### src/rtl/sdram_pattern_tester.sv
// rtl/sdram_pattern_tester.sv - Avalon-MM SDRAM fill-and-verify pattern tester with pipelined reads
//
// Writes TEST_WORDS words starting at BASE_ADDR with the selected pattern, then reads them back
// (up to MAX_OUTSTANDING reads in flight) and compares each response against an independent
// expected-pattern generator.
//
// Ports:
//   clk, rst                      clock, synchronous active-high reset
//   start, mode                   1-cycle start pulse (accepted when idle), pattern select
//   busy, done, pass              status: test running / last test finished / finished clean
//   err_count                     saturating count of mismatching words
//   first_err_addr/_data          address and received data of the first mismatch
//   avalon_sdram_*                Avalon-MM master (active-low read_n/write_n/byteenable_n)
module sdram_pattern_tester #(
    parameter int          DATA_W          = 16,
    parameter int          ADDR_W          = 24,
    parameter int unsigned BASE_ADDR       = 0,
    parameter int unsigned TEST_WORDS      = 1024,
    parameter int          MAX_OUTSTANDING = 4,
    parameter int          ERR_CNT_W       = 16,
    parameter logic [31:0] SEED            = 32'hACE1
) (
    input  logic                  clk,
    input  logic                  rst,
    input  logic                  start,
    input  logic [1:0]            mode,
    output logic                  busy,
    output logic                  done,
    output logic                  pass,
    output logic [ERR_CNT_W-1:0]  err_count,
    output logic [ADDR_W-1:0]     first_err_addr,
    output logic [DATA_W-1:0]     first_err_data,
    output logic [ADDR_W-1:0]     avalon_sdram_address,
    output logic [DATA_W/8-1:0]   avalon_sdram_byteenable_n,
    output logic                  avalon_sdram_chipselect,
    output logic [DATA_W-1:0]     avalon_sdram_writedata,
    output logic                  avalon_sdram_read_n,
    output logic                  avalon_sdram_write_n,
    input  logic [DATA_W-1:0]     avalon_sdram_readdata,
    input  logic                  avalon_sdram_readdatavalid,
    input  logic                  avalon_sdram_waitrequest
);

    // One extra bit so the read index can step past the last word without wrapping.
    localparam int IDX_W = ADDR_W + 1;
    localparam logic [IDX_W-1:0] LAST_IDX = IDX_W'(TEST_WORDS - 1);
    localparam logic [3:0]       MAX_O    = 4'(MAX_OUTSTANDING);

    typedef enum logic [2:0] {S_IDLE, S_WRITE, S_READ, S_DRAIN, S_DONE} state_t;

    state_t               state, state_nxt;
    logic [1:0]           mode_q;
    logic [IDX_W-1:0]     iss_idx, chk_idx;
    logic [31:0]          iss_lfsr, chk_lfsr;
    logic [3:0]           outstanding, out_nxt;
    logic                 done_q;
    logic [ERR_CNT_W-1:0] err_q;
    logic [ADDR_W-1:0]    fe_addr_q;
    logic [DATA_W-1:0]    fe_data_q;

    logic                 wr_req, rd_req, wr_acc, rd_acc, rsp_valid, last_iss, start_ok, mismatch;
    logic [DATA_W-1:0]    expected;

    function automatic logic [31:0] lfsr_next(input logic [31:0] l);
        // Fibonacci, taps 32,22,2,1 -> bits 31,21,1,0
        return {l[30:0], l[31] ^ l[21] ^ l[1] ^ l[0]};
    endfunction

    function automatic logic [DATA_W-1:0] pattern(input logic [1:0] m, input logic [IDX_W-1:0] i,
                                                  input logic [31:0] l);
        logic [31:0]       i32;
        logic [DATA_W-1:0] p;
        i32 = 32'(i);
        case (m)
            2'd0:    p = i32[DATA_W-1:0];
            2'd1:    p = l[DATA_W-1:0];
            2'd2:    p = DATA_W'(1) << (i32 % 32'(DATA_W));
            default: p = i32[0] ? {DATA_W/2{2'b10}} : {DATA_W/2{2'b01}};
        endcase
        return p;
    endfunction

    always_comb begin
        wr_req    = (state == S_WRITE);
        // A response arriving this cycle frees a slot, so a full pipeline may still issue.
        rd_req    = (state == S_READ) && ((outstanding != MAX_O) || avalon_sdram_readdatavalid);
        wr_acc    = wr_req && !avalon_sdram_waitrequest;
        rd_acc    = rd_req && !avalon_sdram_waitrequest;
        rsp_valid = avalon_sdram_readdatavalid && ((state == S_READ) || (state == S_DRAIN));
        last_iss  = (iss_idx == LAST_IDX);
        start_ok  = start && ((state == S_IDLE) || (state == S_DONE));
        out_nxt   = outstanding + 4'(rd_acc) - 4'(rsp_valid);
        expected  = pattern(mode_q, chk_idx, chk_lfsr);
        mismatch  = rsp_valid && (avalon_sdram_readdata != expected);

        state_nxt = state;
        case (state)
            S_IDLE:  if (start_ok) state_nxt = S_WRITE;
            S_WRITE: if (wr_acc && last_iss) state_nxt = S_READ;
            S_READ:  if (rd_acc && last_iss) state_nxt = S_DRAIN;
            // Leave on the edge that retires the final response so done follows it by one cycle.
            S_DRAIN: if (out_nxt == 4'd0) state_nxt = S_DONE;
            S_DONE:  state_nxt = start_ok ? S_WRITE : S_IDLE;
            default: state_nxt = S_IDLE;
        endcase
    end

    always_ff @(posedge clk) begin
        if (rst) begin
            state       <= S_IDLE;
            mode_q      <= 2'd0;
            iss_idx     <= '0;
            chk_idx     <= '0;
            iss_lfsr    <= SEED;
            chk_lfsr    <= SEED;
            outstanding <= 4'd0;
            done_q      <= 1'b0;
            err_q       <= '0;
            fe_addr_q   <= '0;
            fe_data_q   <= '0;
        end else begin
            state       <= state_nxt;
            outstanding <= out_nxt;
            if (start_ok) begin
                mode_q      <= mode;
                iss_idx     <= '0;
                chk_idx     <= '0;
                iss_lfsr    <= SEED;
                chk_lfsr    <= SEED;
                outstanding <= 4'd0;
                done_q      <= 1'b0;
                err_q       <= '0;
                fe_addr_q   <= '0;
                fe_data_q   <= '0;
            end else begin
                if (wr_acc) begin
                    if (last_iss) begin
                        // Read phase replays the sequence from the start.
                        iss_idx  <= '0;
                        iss_lfsr <= SEED;
                    end else begin
                        iss_idx  <= iss_idx + IDX_W'(1);
                        iss_lfsr <= lfsr_next(iss_lfsr);
                    end
                end
                if (rd_acc) begin
                    iss_idx  <= iss_idx + IDX_W'(1);
                    iss_lfsr <= lfsr_next(iss_lfsr);
                end
                if (rsp_valid) begin
                    chk_idx  <= chk_idx + IDX_W'(1);
                    chk_lfsr <= lfsr_next(chk_lfsr);
                end
                if (mismatch) begin
                    if (err_q != '1) err_q <= err_q + ERR_CNT_W'(1);
                    if (err_q == '0) begin
                        fe_addr_q <= ADDR_W'(BASE_ADDR) + chk_idx[ADDR_W-1:0];
                        fe_data_q <= avalon_sdram_readdata;
                    end
                end
                if ((state_nxt == S_DONE) && (state != S_DONE)) done_q <= 1'b1;
            end
        end
    end

    assign busy           = (state == S_WRITE) || (state == S_READ) || (state == S_DRAIN);
    assign done           = done_q;
    assign pass           = done_q && (err_q == '0);
    assign err_count      = err_q;
    assign first_err_addr = fe_addr_q;
    assign first_err_data = fe_data_q;

    assign avalon_sdram_address      = (wr_req || rd_req) ? ADDR_W'(BASE_ADDR) + iss_idx[ADDR_W-1:0] : '0;
    assign avalon_sdram_writedata    = wr_req ? pattern(mode_q, iss_idx, iss_lfsr) : '0;
    assign avalon_sdram_byteenable_n = '0;
    assign avalon_sdram_chipselect   = wr_req || rd_req;
    assign avalon_sdram_read_n       = !rd_req;
    assign avalon_sdram_write_n      = !wr_req;

endmodule

### config.mk
export PLATFORM = sky130hd
export DESIGN_NAME = sdram_pattern_tester
export DESIGN_NICKNAME = d
export VERILOG_FILES = /design/src/rtl/sdram_pattern_tester.sv
export SDC_FILE = /design/constraint.sdc
export NUM_CORES = 1
export LEC_CHECK = 0
export ABC_CLOCK_PERIOD_IN_PS = 4900
export CAP_MARGIN = 20
export CORE_UTILIZATION = 55
export CTS_CLUSTER_SIZE = 12
export DETAILED_ROUTE_END_ITERATION = 10
export GPL_TIMING_DRIVEN = 0
export PLACE_DENSITY = 0.79
export SYNTH_ARGS = -nofsm -noshare
export SYNTH_HDL_FRONTEND = slang
export SYNTH_SLANG_ARGS = --single-unit
### constraint.sdc
create_clock -name clk -period 4.9 [get_ports clk]
set_input_delay 1.225 -clock clk [delete_from_list [all_inputs] [get_ports clk]]
set_output_delay 1.225 -clock clk [all_outputs]
set_load 0.02 [all_outputs]
### After elaboration in Yosys (flattened, before gate mapping)

Index checks and enable logic that the tools add are counted.

* register bits: 180
* output and inout port bits: 104
* input port bits: 23
* logic and storage cells: 81

* eq/ne operators: 12
* bitwise operators: 6
* shift-type cells: 2
* add/sub/neg operators: 5
* multiplexer cells: 18
* reduce and logical (&&, ||, !) cells: 27

Operators by type and width (number)
* 2-to-1 mux 32 bit: 3
* case mux 16 bit (3 select lines): 2
* 2-to-1 mux 25 bit: 3
* adder 25 x 1 -> 25 bit, second input constant: 2
* 2-to-1 mux 16 bit: 3
* left shift 1 x 4 -> 16 bit, first input constant: 2
* == test 25 x 10 -> 1 bit, second input constant: 1
* 2-to-1 mux 24 bit: 1
* adder 16 x 1 -> 16 bit, second input constant: 1
* logical NOT 16 bit: 1
* inequality test 16 bit: 1
* inequality test 16 bit, second input constant: 1
* case mux 3 bit (5 select lines): 1
* 2-to-1 mux 3 bit: 4
* logical AND 1 bit: 10
* == test 3 x 2 -> 1 bit, second input constant: 2
* == test 3 bit, second input constant: 2
* logical OR 1 bit: 6
* XOR 1 bit: 6
* adder 4 x 1 -> 4 bit: 1
* logical NOT 4 bit: 1
* inequality test 4 x 3 -> 1 bit, second input constant: 1
* AND reduction 2 bit: 2
* subtractor 4 x 1 -> 4 bit: 1
* other kinds (10): 12

### Logic depth before layout (Yosys ltp)

Gate-level depths: netlist of run 1.

* depth after elaboration: 11
* gate-level depth with buffers: 16
* gate-level depth less buffers: 15

### Least setup slack after synthesis of run 1

No wires, ideal clock.

* path kind: in2reg
* from: input avalon_sdram_readdatavalid
* to: register state[1]
* data required time: 4.777 ns
* path buffers: 1
* library setup time: 0.123 ns
* arrival: 3.841 ns
* path slack: 0.936 ns
* stages on the path: 13
* cell sequence: nor4b_1 > or3_1 > clkbuf_1 > or2_2 > ha_1 > inv_1 > ha_1 > fa_1 > xor2_1 > nor4_1 > nand2_1 > a22oi_1 > nor3_1

* cells in the longest elaborated chain, start to end: 8
* elaborated cells between the ends (all ways): 11
* classes of those cells: add/sub: 2; mux: 3; reduce/logical: 6

Ends and longest elaborated chain
* from (decl): line 40 `input logic avalon_sdram_readdatavalid,`
* logical OR 1 bit: line 86 `rd_req = (state == S_READ) && ((outstanding != MAX_O) || avalon_sdram_readdatavalid);`
* logical AND 1 bit: line 86
* logical AND 1 bit: line 88 `rd_acc = rd_req && !avalon_sdram_waitrequest;`
* adder 4 x 1 -> 4 bit: line 92 `out_nxt = outstanding + 4'(rd_acc) - 4'(rsp_valid);`
* subtractor 4 x 1 -> 4 bit: line 92
* logical NOT 4 bit: line 102 `S_DRAIN: if (out_nxt == 4'd0) state_nxt = S_DONE;`
* 2-to-1 mux 3 bit: line 102
* case mux 3 bit (5 select lines) (*): line 97 `case (state)`
* to (signal assigned): line 122 `state <= state_nxt;`
* to (decl): line 51 `state_t state, state_nxt;`

Mark *: on every way between the ends. The rest lies on a longest branch, timed or not.
A chain may end at the register's enable or synchronous reset.

### Worst setup path in the final report of run 1

* from: input avalon_sdram_readdatavalid
* to: output avalon_sdram_address[15]

* cells in the longest elaborated chain, start to end: 4

Ends and longest elaborated chain
* logical OR 1 bit: line 86
* logical AND 1 bit: line 86
* logical OR 1 bit: line 173 `assign avalon_sdram_address = (wr_req || rd_req) ? ADDR_W'(BASE_ADDR) + iss_idx[ADDR_W-1:0] : '0;`
* 2-to-1 mux 24 bit: line 173
* to (decl): line 33 `output logic [ADDR_W-1:0] avalon_sdram_address,`

Every way passes these cells.

==> metrics.txt, run 1 <==
outcome=completed; EDFF count, synth=0; reg-to-reg endpoint=state[1]$_SDFF_PP0_; Clock Path Buffers=2; Max Clock Freq=211 MHz; Total GRT Usage=0.308; worst slew pin tran=730 ps; Leak=0.00378 uW; TritonRoute pass-1 iters=6; crit end category=primary output; total length of routed wires=24900 um; CTS buffer count=17; Pwr per Cell Area=278 nW/um^2; Design Power=3030 uW; register area share after synthesis=0.407; Synth Warn #=0; Mapped Cells=1113; Top FF cell, synth=dfxtp_1; CTS H-tree depth=4; die area=16500 um^2; CP max FO=10; Final ANT Viol Nets=0; Critical Path Start Type=primary input; clk_skew=10.5 ps; Starting Density=0.571; filler instances=1334; Final GP Congestion=0.927; RSZ-0062 raised after global routing=no; Design Area, Final=10900 um^2; antenna violations before repair=0; Register-to-Register Path Depth=13; Reg2Reg Launch Point=state[1]$_SDFF_PP0_; Synth cell types=66; WL/cell=16.9 um; hold path startpoint=chk_lfsr[20]$_SDFFE_PP0P_; core area=15400 um^2; Post-CTS Setup Inserts=0; Setup CP Type=primary input to primary output; share of cells above drive strength 1=0.0607; area grow syn2layout=23.8%; Vias/cell=5.84; final slew viol count=0; syn avg cell area=7.91 um^2; post-DP HPWL=18500 um; number of synthesized register bits=179; Storage cell area=3580 um^2; CTS tree=done; io pins=127; Die W=129 um; hold path depth=2; FFs w/ async S/R, synth=0; Post-route DRC=0; DP Area=10300 um^2; first-pass GRT wire length=39700 um; Tmin final=4740 ps; number of global-route vias before repair=7658; Max rail drop VDD=0.323 mV; clk slew on worst S/H paths=70 ps; Die Ht=129 um; nets=1298; clk_lat worst skew=440 ps; multi-input logic area=4770 um^2; CP required=3670 ps; final core utilization=0.706; hold endpoint=chk_lfsr[21]$_SDFFE_PP0P_; area of the mapped netlist=8800 um^2; Slew headroom=0.513; largest net degree at the start of global routing=20; via count=8636; # setup viols final=0; Worst Hold Class=flip-flop to flip-flop; Max Cap Viol=0; FF-to-FF setup slack=920 ps; Initial DRC Count=918; Final period util=0.967; grt ovf=0; port bufs=123; Root Buffer=clkbuf_16; CTS Sinks=179; Antenna Cells=0; Rows=45; endpoints failing hold=0; crit path DAT=3510 ps
-- cells in the final DEF (no fill, tap or decap), types with 5 or more instances in the layout --
cell type,count
a211oi_1,6
a21o_1,12
a21oi_1,121
a22oi_1,30
a31oi_1,8
and2_1,28
and3_1,18
buf_1,8
buf_2,8
clkbuf_1,51
clkbuf_16,17
clkdlybuf4s50_1,123
dfxtp_1,179
ha_1,19
inv_1,19
inv_6,6
mux2i_1,6
nand2_1,133
nand2b_1,5
nand3_1,86
nand4_1,17
nor2_1,104
nor2b_1,6
nor3_1,12
nor4_1,9
o21ai_0,66
o21ai_1,13
o22ai_1,5
o31ai_1,8
or2_2,5
or3_1,12
or4_1,12
xnor2_1,12
xor2_1,38
-- worst max-delay path by stage --
stage / depth (start not counted) / from / end / slack, ps
2_1_floorplan: 13 / avalon_sdram_readdatavalid / state[1]$_SDFF_PP0_ / 940
3_3_place_gp: 13 / avalon_sdram_readdatavalid / state[1]$_SDFF_PP0_ / -310
3_5_place_dp: 13 / avalon_sdram_readdatavalid / state[1]$_SDFF_PP0_ / -290
4_1_cts: 8 / avalon_sdram_readdatavalid / avalon_sdram_address[15] / 30
5_1_grt: 7 / avalon_sdram_readdatavalid / avalon_sdram_address[15] / 30
6_report: 7 / avalon_sdram_readdatavalid / avalon_sdram_address[15] / 160
-- cells by family after synthesis --
family,synth area share
muxes,0.00980
buffers and inverters,0.0523
AOI/OAI and AO/OA,0.190
xor gates and xnor gates,0.0497
DFF,0.407
other,0.000426
adders and majority gates,0.0293
and+or+nand+nor,0.262
-- critical path: stages --
cell and delay (ps):
clkdlybuf4s50_1 530, nor4b_2 80, or3_1 460, nand2_1 160, clkbuf_1 280, and2_1 180, clkdlybuf4s50_1 600
-- routing by layer --
layer,vias up,wire length (um),track usage
li1,4203,-,-
met1,4075,11400,0.439
met2,326,11100,0.468
met3,32,2070,0.0728
met4,0,342,0.0740
met5,-,0,0
-- Yosys cell counts (all sizes together) (2+ instances only) --
library cell	n	area, um^2
dfxtp	179	3580
nand2	133	499
a21oi	121	606
nor2	105	402
nand3	86	430
o21ai	79	395
clkbuf	55	210
xor2	38	333
a22oi	30	225
and2	28	175
buf	26	171
inv	21	78.8
ha	19	238
and3	18	113
nand4	17	106
nor3	13	70.1
a21o	12	90.1
or3	12	75.1
or4	12	90.1
xnor2	12	105
nor4	9	56.3
a31oi	8	50.1
nor2b	8	55.1
o31ai	8	60.1
a211oi	7	57.6
mux2i	6	60.1
o22ai	6	43.8
nand2b	5	31.3
or2	5	31.3
and4	4	37.5
nand3b	4	30.0
nor4b	4	47.6
and4bb	2	25.0
mux2	2	26.3
o211ai	2	15.0
o21a	2	15.0
-- sequential cells by signal, summed over array words and instances (netlist names) --
signal,cells
chk_lfsr,32
iss_idx,25
state,3
iss_lfsr,32
chk_idx,24
first_err_data,16
outstanding,4
err_count,16
done,1
mode_q,2
first_err_addr,24
-- stage by stage --
step	hold WS [ps]	instances	TNS (ps)	setup slack (ps)
5_1_grt	470	1479	0	29.1
4_1_cts	453	1480	0	25.9
3_3_place_gp	438	1448	-1850	-314
3_5_place_dp	443	1448	-1540	-287
6_report	450	1479	0	164
2_1_floorplan	432	1114	0	936
-- cell type report --
cell class | instances | share of cell area
clock inverters | 15 | 0.0150
multi-input cells | 833 | 0.438
well taps | 211 | 0.0242
plain buffers | 80 | 0.0348
flip-flops and latches | 179 | 0.329
repair buffers | 123 | 0.113
inverters | 21 | 0.00723
clock buffers | 17 | 0.0390
-- timing repair --
action / in CTS / in global routing
gates resized for setup: 1 / 1
hold buffers: 0 / 0
endpoints found under the setup margin: 19 / 22
-- power by group --
| group | internal, uW | switching [uW] | total, uW |
|---|---|---|---|
| clock network | 685 | 664 | 1350 |
| logic | 77.7 | 141 | 219 |
| registers | 1460 | 6.26 | 1470 |
| total | 2220 | 811 | 3030 |
(Power assumes the default switching activity.)
==> run 2: changes to the inputs <==
MAX_ROUTING_LAYER = met4   (was unset)
==> metrics.txt, run 2 (synthesized netlist as in run 1, its figures left out) <==
Post-route DRC=0; antenna violations before repair=0; Root Buffer=clkbuf_16; # setup viols final=0; first-pass GRT wire length=40800 um; Reg2Reg Launch Point=state[1]$_SDFF_PP0_; CP required=3670 ps; TritonRoute pass-1 iters=5; largest net degree at the start of global routing=19; area grow syn2layout=23.7%; final slew viol count=0; CP dominant cell by count=clkdlybuf4s50_1; crit path DAT=3530 ps; crit end category=primary output; Setup CP Type=primary input to primary output; worst slew pin tran=779 ps; port bufs=123; Rows=45; Vias/cell=5.91; io pins=127; CTS buffer count=17; Hold Buf Count CTS=0; Die Ht=129 um; clk_skew=12.3 ps; max incr delay on CP=600 ps; CTS H-tree depth=4; clk_lat worst skew=440 ps; cell count after placement=1448; gr busiest metal=met2; grt ovf=0; Critical Path Start Type=primary input; outcome=completed; Final period util=0.970; DP Area=10300 um^2; Max rail drop VDD=0.273 mV; most common cell after layout, fill and taps aside=dfxtp_1; Final ANT Viol Nets=0; die area=16500 um^2; nets=1298; share of cells above drive strength 1=0.0607; fin cells=1479; hold slack final=446 ps; Max Clock Freq=210 MHz; Max Cap Viol=0; Total GRT Usage=0.326; RSZ-0062 raised after global routing=no; crit-path cells=clkdlybuf4s50_1 > nor4b_2 > or3_1 > nand2_1 > clkbuf_1 > and2_1 > clkdlybuf4s50_1; via count=8742; Post-CTS Setup Inserts=0; CTS Sinks=179; clk slew on worst S/H paths=70 ps; Leak=0.00378 uW; met1 global-route usage=0.459; Starting Density=0.571; total length of routed wires=25700 um; hold path startpoint=chk_lfsr[24]$_SDFFE_PP0P_; worst setup slack after layout=149 ps; Pwr per Cell Area=281 nW/um^2; CTS tree=done; Design Area, Final=10900 um^2; core area=15400 um^2; Worst path slowest cell=clkdlybuf4s50_1; Tmin final=4750 ps; Initial DRC Count=1002; Crit. Startpoint=avalon_sdram_readdatavalid; Antenna Cells=0; WL/cell=17.4 um; Slew headroom=0.481; GR Layer Usage met3=0.0582; Final GP Congestion=0.942; post-DP HPWL=18900 um; CP max FO=10; pre-CTS WS=-269 ps; met2 Use GR=0.469; Die W=129 um; Resized cells post-CTS=1; Clock Path Buffers=2; endpoints failing hold=0; Top Registers=chk_lfsr: 32 flops, iss_lfsr: 32 flops, iss_idx: 25 flops; most frequent cells in the layout=179 x dfxtp_1, 133 x nand2_1, 123 x clkdlybuf4s50_1, 121 x a21oi_1, 104 x nor2_1; number of global-route vias before repair=7809; Worst Hold Class=flip-flop to flip-flop
==> run 2: final timing paths <==
kind / cells after the start / slack [ps] / end
max: 7 / 150 / avalon_sdram_address[19]
min: 2 / 450 / chk_lfsr[25]$_SDFFE_PP0P_
max reg2reg: 13 / 940 / state[1]$_SDFF_PP0_
min reg2reg: 2 / 450 / chk_lfsr[25]$_SDFFE_PP0P_
==> run 2: per-layer routing <==
layer	share of wire	wire length, um	up-vias
li1	-	-	4184
met1	0.46	11700	4131
met2	0.44	11400	376
met3	0.079	2040	51
met4	0.021	541	0
met5	0	0	-
==> run 2: area by class of cell <==
class / instances / area, um^2
Sequential cell: 179 / 3580
Clock inverter: 15 / 163
Fill cell: 1313 / 4530
Multi-Input combinational cell: 833 / 4770
Tap cell: 211 / 264
Buffer: 80 / 379
Timing Repair Buffer: 123 / 1230
Clock buffer: 17 / 425
Inverter: 21 / 78.8
==> run 2: worst max-delay path, delay by kind of cell <==
family / cells / cell delay [ps]
buffers and inverters: 3 / 1410
AND/OR/NAND/NOR: 4 / 880
==> run 2: through the flow <==
stage / total power [uW] / util / setup TNS (ps)
2_1_floorplan: 1630 / - / 0
3_3_place_gp: 1710 / 0.668 / -2330
3_5_place_dp: 1720 / 0.668 / -1740
4_1_cts: 3070 / 0.706 / 0
5_1_grt: 3160 / 0.706 / 0
6_report: 3060 / 0.706 / 0
==> run 2: power breakdown <==
group | switching [uW] | internal (uW) | total (uW)
logic | 143 | 77.7 | 221
registers | 6.33 | 1460 | 1470
clock network | 648 | 727 | 1380
total | 798 | 2260 | 3060
==> run 3: changes to the inputs <==
CORE_UTILIZATION = 45   (was 55)
PLACE_DENSITY = 0.66   (was 0.79)
==> metrics.txt, run 3 (synthesized netlist as in run 1, its figures left out) <==
outcome=completed; CTS tree=done; clk slew on worst S/H paths=70 ps; CTS Sinks=179; Crit. Startpoint=avalon_sdram_readdatavalid; Top Registers=chk_lfsr: 32 flops, iss_lfsr: 32 flops, iss_idx: 25 flops; crit path DAT=3460 ps; Die Ht=142 um; Rows=50; Leak=0.00378 uW; Clock Path Buffers=2; Total GRT Usage=0.263; RSZ-0062 raised after global routing=no; worst slew pin tran=731 ps; hold slack final=453 ps; reg-to-reg endpoint=state[1]$_SDFF_PP0_; largest net degree at the start of global routing=18; first-pass GRT wire length=40200 um; DP Area=10400 um^2; die area=20100 um^2; hold path startpoint=chk_lfsr[27]$_SDFFE_PP0P_; Design Area, Final=11000 um^2; area grow syn2layout=24.8%; Worst Hold Class=flip-flop to flip-flop; Antenna Cells=0; Critical Path Start Type=primary input; CP required=3670 ps; nets=1298; share of cells above drive strength 1=0.0599; clk_lat worst skew=440 ps; via count=8478; pre-CTS WS=-222 ps; crit end category=primary output; core area=19000 um^2; number of global-route vias before repair=7621; Vias/cell=5.55; Reg2Reg Launch Point=state[1]$_SDFF_PP0_; Pwr per Cell Area=284 nW/um^2; WP buf/inv=3; Worst path depth=7; CTS buffer count=17; CP top delay family=buffers and inverters; endpoints failing hold=0; Max Cap Viol=0; Root Buffer=clkbuf_16; TritonRoute pass-1 iters=5; crit-path cells=clkdlybuf4s50_1 > nor4b_1 > or3_4 > nand2_1 > clkbuf_1 > and2_1 > clkdlybuf4s50_1; Setup CP Type=primary input to primary output; Initial DRC Count=673; FF-to-FF setup slack=970 ps; Register-to-Register Path Depth=13; Starting Density=0.464; post-DP HPWL=19200 um; Post-CTS Setup Inserts=0; # setup viols final=0; CP dominant cell by count=clkdlybuf4s50_1; Final ANT Viol Nets=0; max incr delay on CP=530 ps; antenna violations before repair=0; Design Power=3120 uW; filler instances=1804; port bufs=123; most common cell after layout, fill and taps aside=dfxtp_1; Max rail drop VDD=0.244 mV; io pins=127; Final period util=0.957; Worst path slowest cell=clkdlybuf4s50_1; clk_skew=13.4 ps; critical path capture point=avalon_sdram_address[21]; final slew viol count=0; grt ovf=0; CP max FO=10; CTS H-tree depth=4; worst setup slack after layout=212 ps; WL/cell=16.7 um; Tmin final=4690 ps; Die W=142 um; most frequent cells in the layout=179 x dfxtp_1, 133 x nand2_1, 123 x clkdlybuf4s50_1, 121 x a21oi_1, 104 x nor2_1; total length of routed wires=25500 um; final core utilization=0.580; Final GP Congestion=0.933; Max Clock Freq=213 MHz; Slew headroom=0.511; Post-route DRC=0
run 3: layout make-up:
| class | count | area, um^2 | area share |
|---|---|---|---|
| multi-input cells | 833 | 4770 | 0.434 |
| flip-flops and latches | 179 | 3580 | 0.326 |
| repair buffers | 123 | 1230 | 0.112 |
| clock buffers | 18 | 429 | 0.0391 |
| plain buffers | 80 | 379 | 0.0345 |
| well taps | 260 | 325 | 0.0296 |
| clock inverters | 14 | 190 | 0.0173 |
| inverters | 21 | 78.8 | 0.00717 |
run 3: per-layer routing:
| metal | GRT usage | up-vias | part of all wire | wire length (um) |
|---|---|---|---|---|
| met2 | 0.409 | 231 | 0.46 | 11800 |
| met1 | 0.361 | 4028 | 0.47 | 12000 |
| li1 | - | 4196 | - | - |
| met5 | - | - | 0 | 0 |
| met4 | 0.0707 | 0 | 0.012 | 299 |
| met3 | 0.0317 | 23 | 0.054 | 1370 |
run 3: power breakdown:
part / switching, uW / internal [uW]
logic: 141 / 77.7
registers: 6.31 / 1460
clock network: 619 / 819
run 3: worst min-delay path by stage:
| stage | endpoint | slack [ps] | cells after the start |
|---|---|---|---|
| finish | chk_lfsr[28]$_SDFFE_PP0P_ | 450 | 2 |
| detailed placement | chk_lfsr[30]$_SDFFE_PP0P_ | 450 | 2 |
| global placement | chk_lfsr[21]$_SDFFE_PP0P_ | 440 | 2 |
| global route | chk_lfsr[30]$_SDFFE_PP0P_ | 470 | 2 |
| floorplan | chk_lfsr[17]$_SDFFE_PP0P_ | 430 | 2 |
| CTS | chk_lfsr[31]$_SDFFE_PP0P_ | 450 | 2 |
run 3: per-stage QoR:
| step | cells | TNS (ps) |
|---|---|---|
| 3_5_place_dp | 1497 | -448 |
| 4_1_cts | 1528 | 0 |
| 2_1_floorplan | 1114 | 0 |
| 5_1_grt | 1528 | 0 |
| 6_report | 1528 | 0 |
| 3_3_place_gp | 1497 | -509 |
run 3: tightest hold or removal path: cells and delay by family, from the launching register on:
family | cells | cell delay [ps]
AND/OR/NAND/NOR | 1 | 50
AO/OA/AOI/OAI | 1 | 50
flip-flops | 1 | 310
run 3: repair_timing:
| action | in CTS | in global routing |
|---|---|---|
| resized for setup | 0 | 2 |
| endpoints found under the setup margin | 19 | 21 |
| hold buffers | 0 | 0 |
